File: src/rtl/bitcnt_seq.sv
// bitcnt_seq: multi-cycle bit-count unit (clz, ctz, zerocount, clo, cto,
// popcount) over a 2**ORDER-bit word, one 2**CORDER-bit chunk per clock.
// in_op = {inv, ctz, clz}; the word is inverted on capture when inv is set,
// so every op reduces to counting zero bits of the captured word.
//
// Handshake: a transfer happens on a rising edge where valid and ready are
// both 1. in_ready is 1 only in IDLE. out_valid is 1 only in DONE, where
// out_count/out_zero stay frozen until out_ready is seen.
//
// Build option: define BITCNT_EARLY_EXIT_EN to stop clz/ctz/clo/cto scans at
// the first nonzero chunk. Without it every legal op scans all chunks.
// Result values are the same in both builds.
module bitcnt_seq #(
  parameter int ORDER  = 5,
  parameter int CORDER = 3
) (
  input  logic                  clk,
  input  logic                  rst_n,
  input  logic                  in_valid,
  output logic                  in_ready,
  input  logic [2:0]            in_op,
  input  logic [2**ORDER-1:0]   in_data,
  output logic                  out_valid,
  input  logic                  out_ready,
  output logic [ORDER:0]        out_count,
  output logic                  out_zero
);

  localparam int W  = 2**ORDER;
  localparam int C  = 2**CORDER;
  localparam int N  = 2**(ORDER-CORDER);
  localparam int AW = ORDER + 1;
  localparam int CW = CORDER + 1;
  localparam int IW = (ORDER > CORDER) ? (ORDER - CORDER) : 1;

  typedef enum logic [1:0] {IDLE, RUN, DONE} state_t;

  state_t          state;
  logic [W-1:0]    e;        // effective word, captured on acceptance
  logic            op_clz;
  logic            op_ctz;
  logic [AW-1:0]   acc;
  logic [IW-1:0]   cnt;      // chunks already scanned
  logic            found;    // a nonzero chunk has been seen (clz/ctz ops)

  logic [C-1:0]    chunks [N];
  logic [IW-1:0]   idx;
  logic [C-1:0]    chunk;
  logic [CW-1:0]   lz, tz, zc, contrib;
  logic            lz_seen, tz_seen;
  logic            legal, dir, nz, last, term;
  logic [AW-1:0]   acc_next;

  // Split the captured word into chunks for indexed selection
  always_comb begin
    for (int i = 0; i < N; i++) chunks[i] = e[i*C +: C];
  end

  // Select the chunk for this cycle and count its leading, trailing and total zeros
  always_comb begin
    idx   = (op_clz && !op_ctz) ? (IW'(N-1) - cnt) : cnt;
    chunk = chunks[idx];
    lz = '0; tz = '0; zc = '0;
    lz_seen = 1'b0; tz_seen = 1'b0;
    for (int i = C-1; i >= 0; i--) begin
      if (!lz_seen) begin
        if (chunk[i]) lz_seen = 1'b1;
        else          lz = lz + CW'(1);
      end
    end
    for (int i = 0; i < C; i++) begin
      if (!tz_seen) begin
        if (chunk[i]) tz_seen = 1'b1;
        else          tz = tz + CW'(1);
      end
      zc = zc + CW'(!chunk[i]);
    end
  end

  // Per-cycle contribution, accumulator update and termination decision
  always_comb begin
    legal = op_clz | op_ctz;
    dir   = op_clz ^ op_ctz;
    nz    = |chunk;
    last  = (cnt == IW'(N-1));
    if (!legal)     contrib = '0;
    else if (!dir)  contrib = zc;
    else if (found) contrib = '0;   // past the first one bit: nothing more to add
    else if (op_clz) contrib = lz;
    else            contrib = tz;
    acc_next = acc + AW'(contrib);
`ifdef BITCNT_EARLY_EXIT_EN
    term = !legal || last || (dir && nz);
`else
    term = !legal || last;
`endif
  end

  // Control FSM with registered handshake and result outputs
  always_ff @(posedge clk or negedge rst_n) begin
    if (!rst_n) begin
      state     <= IDLE;
      in_ready  <= 1'b1;
      out_valid <= 1'b0;
      out_count <= '0;
      out_zero  <= 1'b0;
      e         <= '0;
      op_clz    <= 1'b0;
      op_ctz    <= 1'b0;
      acc       <= '0;
      cnt       <= '0;
      found     <= 1'b0;
    end else begin
      case (state)
        IDLE: begin
          if (in_valid) begin
            e        <= in_data ^ {W{in_op[2]}};
            op_clz   <= in_op[0];
            op_ctz   <= in_op[1];
            acc      <= '0;
            cnt      <= '0;
            found    <= 1'b0;
            in_ready <= 1'b0;
            state    <= RUN;
          end
        end
        RUN: begin
          acc   <= acc_next;
          found <= found | nz;
          cnt   <= cnt + IW'(1);
          if (term) begin
            out_count <= acc_next;
            out_zero  <= ~|e;
            out_valid <= 1'b1;
            state     <= DONE;
          end
        end
        DONE: begin
          if (out_ready) begin
            out_valid <= 1'b0;
            in_ready  <= 1'b1;
            state     <= IDLE;
          end
        end
        default: begin
          state     <= IDLE;
          in_ready  <= 1'b1;
          out_valid <= 1'b0;
        end
      endcase
    end
  end

endmodule
File: config.mk
export PLATFORM = sky130hd
export DESIGN_NAME = bitcnt_seq
export DESIGN_NICKNAME = d
export VERILOG_FILES = /design/src/rtl/bitcnt_seq.sv
export SDC_FILE = /design/constraint.sdc
export NUM_CORES = 1
export LEC_CHECK = 0
export CAP_MARGIN = 20
export CORE_UTILIZATION = 53
export CTS_CLUSTER_DIAMETER = 80
export DETAILED_ROUTE_END_ITERATION = 10
export GPL_ROUTABILITY_DRIVEN = 0
export PLACE_DENSITY = 0.77
export SYNTH_ARGS = -nofsm -noshare
export SYNTH_HDL_FRONTEND = slang
export SYNTH_SLANG_ARGS = --single-unit
File: constraint.sdc
create_clock -name clk -period 12 [get_ports clk]
set_input_delay 2.4 -clock clk [delete_from_list [all_inputs] [get_ports clk]]
set_output_delay 2.4 -clock clk [all_outputs]
set_load 0.1 [all_outputs]
-- Word-level counts from Yosys, hierarchy flattened
Cells that the tools add are included.
- register bits after elaboration: 54
- bits in latches: 0
- memory bits (writable): 0
- bits in read-only memories: 0
- input bits: 39
- output and inout port bits: 9
- memories: 0
- $add $sub $neg: 24
- $mul: 0
- divide/modulo/power cells: 0
- magnitude comparators: 1
- eq/ne operators: 6
- shift operators: 0
- mux-type cells: 73
- bitwise gates (word level): 7
- reduce and logical (&&, ||, !) cells: 23
- operators by type and width (operator ; count):
    4-bit two-way mux ; 32
    4-bit by 1-bit adder with 4-bit output (second input constant) ; 14
    32-bit OR reduction ; 1
    32-bit XOR ; 1
    1-bit two-way mux ; 26
    4-bit by 1-bit adder with 4-bit output ; 4
    8-bit binary-select mux with 2-bit select ; 1
    8-bit two-way mux ; 2
    6-bit one-hot mux with 2 select lines ; 1
    1-bit logical NOT ; 11
    2-bit two-way mux ; 5
    3-bit AND reduction ; 3
    8-bit OR reduction ; 1
    6-bit by 4-bit adder with 6-bit output ; 1
    6-bit two-way mux ; 1
    2-bit != test (second input constant) ; 3
    1-bit one-hot mux with 3 select lines ; 2
    2-bit one-hot mux with 3 select lines ; 1
    2-bit AND reduction ; 3
    3-bit by 1-bit adder with 4-bit output ; 1
    2-bit equality test (second input constant) ; 2
    2-bit one-hot mux with 2 select lines ; 1
    2-bit by 1-bit adder with 3-bit output ; 1
    3-bit greater-or-equal comparator (second input constant) ; 1
    13 further kinds ; 15

-- Logic depth before layout (Yosys ltp)
- word-level depth: 35
- gate-level depth with buffers: 36

-- Worst setup path after synthesis
Ideal clock, no wire load.
- kind: register to register
- from: register op_clz
- to: register out_count[5]
- library setup time: 135 ps
- arrival: 6583 ps
- data required time: 11865 ps
- slack: 5282 ps
- stages on the path, launching flop included: 36
- path through: dfrtp_1 ha_1 buf_6 xor2_4 mux4_2 inv_1 ha_1 inv_1 a41oi_2 xor2_1 ha_1 inv_1 a21oi_1 ha_1 o21ai_0 a21oi_1 ha_1 nand2_1 nand2_1 ha_1 a21boi_0 o21ai_0 ha_1 mux2i_1 o21ai_0 a21oi_1 a221oi_1 a21oi_1 nor2_1 ha_1 a21o_1 a21oi_1 nor2b_1 o21ai_0 xor2_1 o21ai_0
- cells in the longest elaborated chain, start to end: 33
- ends and longest elaborated chain (element ; line ; text):
    from (decl) ; 40 ; logic op_clz;
    from (signal assigned) ; 118 ; op_clz <= in_op[0];
    1-bit logical AND ; 61 ; idx = (op_clz && !op_ctz) ? (IW'(N-1) - cnt) : cnt;
    2-bit two-way mux ; 61 ;
    2-bit NOT with 3-bit output (not written as such) ; 62 ; chunk = chunks[idx];
    8-bit binary-select mux with 2-bit select ; 62 ;
    8-bit two-way mux (not written as such) (2 in series) ; 62 ;
    1-bit two-way mux, on equally long branches ; 73, 67 ;
    4-bit by 1-bit adder with 4-bit output, on equally long branches ; 74, 68 ;
    4-bit two-way mux, on equally long branches ; 73, 67 ;
    (+16 left out) ; n/a ;
    4-bit by 1-bit adder with 4-bit output, on equally long branches ; 74, 68 ;
    4-bit two-way mux, on equally long branches ; 73, 67 ;
    4-bit two-way mux, on equally long branches ; 72, 66 ;
    4-bit two-way mux ; 89 ; else if (op_clz) contrib = lz;
    4-bit two-way mux ; 88 ; else if (found) contrib = '0;
    4-bit two-way mux ; 87 ; else if (!dir) contrib = zc;
    4-bit two-way mux ; 86 ; if (!legal) contrib = '0;
    6-bit by 4-bit adder with 6-bit output ; 91 ; acc_next = acc + AW'(contrib);
    to (signal assigned) ; 132 ; out_count <= acc_next;
    to (decl) ; 25 ; output logic [ORDER:0] out_count,
Several ways; a longest one is shown, not always the timed one. The select of a mux whose other input is x is not followed.
A chain may end at the register's enable or synchronous reset.

-- Worst setup path in the final report
Same ends and word-level chain as after synthesis.

==> run_results.csv <==
group,metric,value,unit
outcome,outcome,"finished clean",
cts,post_cts_resized,0,
timing,min_period,7.70,ns
worst_setup_path,cp-start-kind,"flop",
flow_run,drv_cap,0,
cts,clkTransAtPathRegs,0.11,ns
yosys,syn-instance-count,423,
cts,cts_max_level,2,
floorplan,die_area,7690,um^2
final_layout,antenna_cells,0,
yosys,yosys.area_share.adder,9.13,%
final_layout,fill_cells,560,
global_route,antenna_found_initial,0,
global_route,grt_pass1_vias,2900,
yosys,yosys_warnings,0,
routing,drt_wl_total,8020,um
cts,cts_buffers,5,
worst_setup_path,r2r_slack,4.30,ns
yosys,yosys-top-cells-count,"53 x dfrtp_1, 45 x nor2_1, 43 x a21oi_1",
timing,fmax,130,MHz
yosys,synth.most_common_cell,"dfrtp_1",
yosys,yosys-mux-area-fraction,7.62,%
yosys,synth_nets,488,
floorplan,row_count,30,
placed_design,dp_hpwl,6110,um
worst_setup_path,crit_fanout,10,
global_route,grt_usage,23.3,%
routing,via_count,3079,
yosys,synth_top_area_share,34.1,%
yosys,avgSynthCellArea,9.21,um^2
floorplan,ios,48,
yosys,syn_area,3890,um^2
floorplan,die_h,87.7,um
hold_path,min_path_type,"flop to flop",
cts,cts_setup_buffers,0,
global_route,overflow,0,
yosys,ys_async_sr_fraction,100,%
yosys,yosysTopAreaCell,"dfrtp_1",
cts,cts.sinks,54,
floorplan,die_w,87.7,um
global_route,grt_pass1_wl,14100,um
placed_design,portBuffers,47,
yosys,synth_top_family_by_area,"simple AND/OR/NAND/NOR gates",
yosys,yosysUniqueCellTypes,62,
routing,routed_via_density,5.53,
cts,cts_tree,"yes",
worst_setup_path,arrival,7.88,ns
cts,clk_latency,0.31,ns
yosys,ys_ff_latch,54,
timing,tns,0,ns
final_layout,seq_area,1350,um^2
cts,clockBufferDepth,2,
yosys,synthSimpleGateAreaFrac,17.7,%
worst_setup_path,cp_slowest_cell,"mux4_2",
worst_setup_path,critical_path_class,"flop to flop",
yosys,synth_ff_type,"dfrtp_1",
floorplan,core,6940,um^2
worst_setup_path,endpoint_kind,"flop",
cts,cts_root_buf,"clkbuf_8",
routing,drc,0,
final_layout,drive_gt1_share,7.59,%
timing,period_share,64.1,%
yosys,yosys-top-cells-area,"dfrtp_1 34%, xnor2_1 8.5%, ha_1 7.1%",
worst_setup_path,slowest_delay,0.63,ns
routing,first_iter_violations,278,
yosys,synth_xor_area_share,12.6,%
final_layout,syn_to_final_growth,15.3,%
timing,finalSetupViolCount,0,
cts,cts.hold.buffers_added,0,
final_layout,multi_input_area,2370,um^2
routing,dr.pass1.iters,4,
timing,hold_violations,0,
worst_setup_path,worstPathRequired,12.18,ns
timing,skew,0.0162,ns
floorplan,initial_core_util,56.1,%
final_layout,layout.nets,525,
yosys,synth_edf_count,0,
timing,drv_slew,0,
routing,final_antenna_net_count,0,
timing,slew_headroom,34.7,%
timing,tightest_slew,0.976,ns
yosys,synth_compound_gate_area_share,13.6,%
routing,wire_per_inst,14.4,um
global_route,grt_max_degree,69,
worst_setup_path,critPathMostFrequentCell,"ha_1",
yosys,yosysSeqAreaShare,34.7,%
timing,rsz0062_at_grt,"no",
## final cells by class
type	instances	share of cell area, %
clock inverters	3	0.418
multi-input cells	327	52.7
clock buffers	5	1.53
repair buffers	49	10.6
flip-flops and latches	54	30.1
inverters	23	1.92
well taps	96	2.68
## worst max-delay path, delay by kind of cell (launching register included)
family	cells	cell delay, ns
fa+ha+maj	8	2.57
buf+inv	3	0.35
xor+xnor	3	0.77
compound gates	14	2.30
flops	1	0.49
simple gates	4	0.39
mux	2	0.68
## path summary, 6_finish.rpt
check | cells after the start | to | start
setup reg to reg | 34 | out_count[5] | op_clz
hold reg to reg | 2 | out_count[2] | out_count[2]
setup / recovery | 34 | out_count[5] | op_clz
min in group asynchronous | 2 | out_count[5] | rst_n
max in group asynchronous | 2 | e[27] | rst_n
hold / removal | 2 | out_count[2] | out_count[2]
## registers in the layout, indices dropped and copies added, names as in the netlist
register	cells
out_count	6
op_clz	1
state	2
acc	6
out_valid	1
found	1
op_ctz	1
cnt	2
e	32
out_zero	1
in_ready	1
## cells by family (layout without fill, tap and decap cells)
family	Yosys count	in the layout
DFF	54	54
xor gates and xnor gates	53	53
muxes	18	18
AOI/OAI and AO/OA	91	91
and+or+nand+nor	139	139
buffers and inverters	42	80
adders and majority gates	26	26
## cells in the final DEF (no fill, tap or decap), drive strengths merged, types with 4 or more instances in the layout
| master | count |
|---|---|
| nor4b | 5 |
| nand3 | 14 |
| nand2 | 39 |
| xnor2 | 38 |
| o21ai | 26 |
| fa | 4 |
| ha | 22 |
| clkbuf | 5 |
| mux2 | 4 |
| nand4 | 4 |
| buf | 4 |
| dfrtp | 53 |
| mux2i | 6 |
| clkdlybuf4s50 | 45 |
| nor2 | 46 |
| a21oi | 43 |
| nor4 | 6 |
| nor2b | 5 |
| a21o | 5 |
| mux4 | 8 |
| xor2 | 15 |
| inv | 24 |
## metrics by stage
step	hold WS [ns]	area [um^2]	std cells	setup WS, ns	util (%)
floorplan	0.463	3890	423	5.28	-
global placement	0.465	4400	549	4.71	63.4
detailed placement	0.470	4400	549	4.40	63.4
CTS	0.494	4490	557	4.35	64.6
global route	0.531	4490	557	3.55	64.6
finish	0.486	4490	557	4.30	64.6
## per-layer routing
layer  share of wire (%)  GRT usage (%)  routed length [um]  up-vias
li1                    -              -                   -     1551
met3                 3.4           2.64                 274        9
met5                   0              0                   0        -
met1                  48           34.8                3830     1439
met2                  48           36.2                3820       80
met4                 1.2           5.37                  95        0
Power is left out: the tool's default activity adds up to more than one toggle a clock period on the data nets, which glitch-free logic cannot reach.
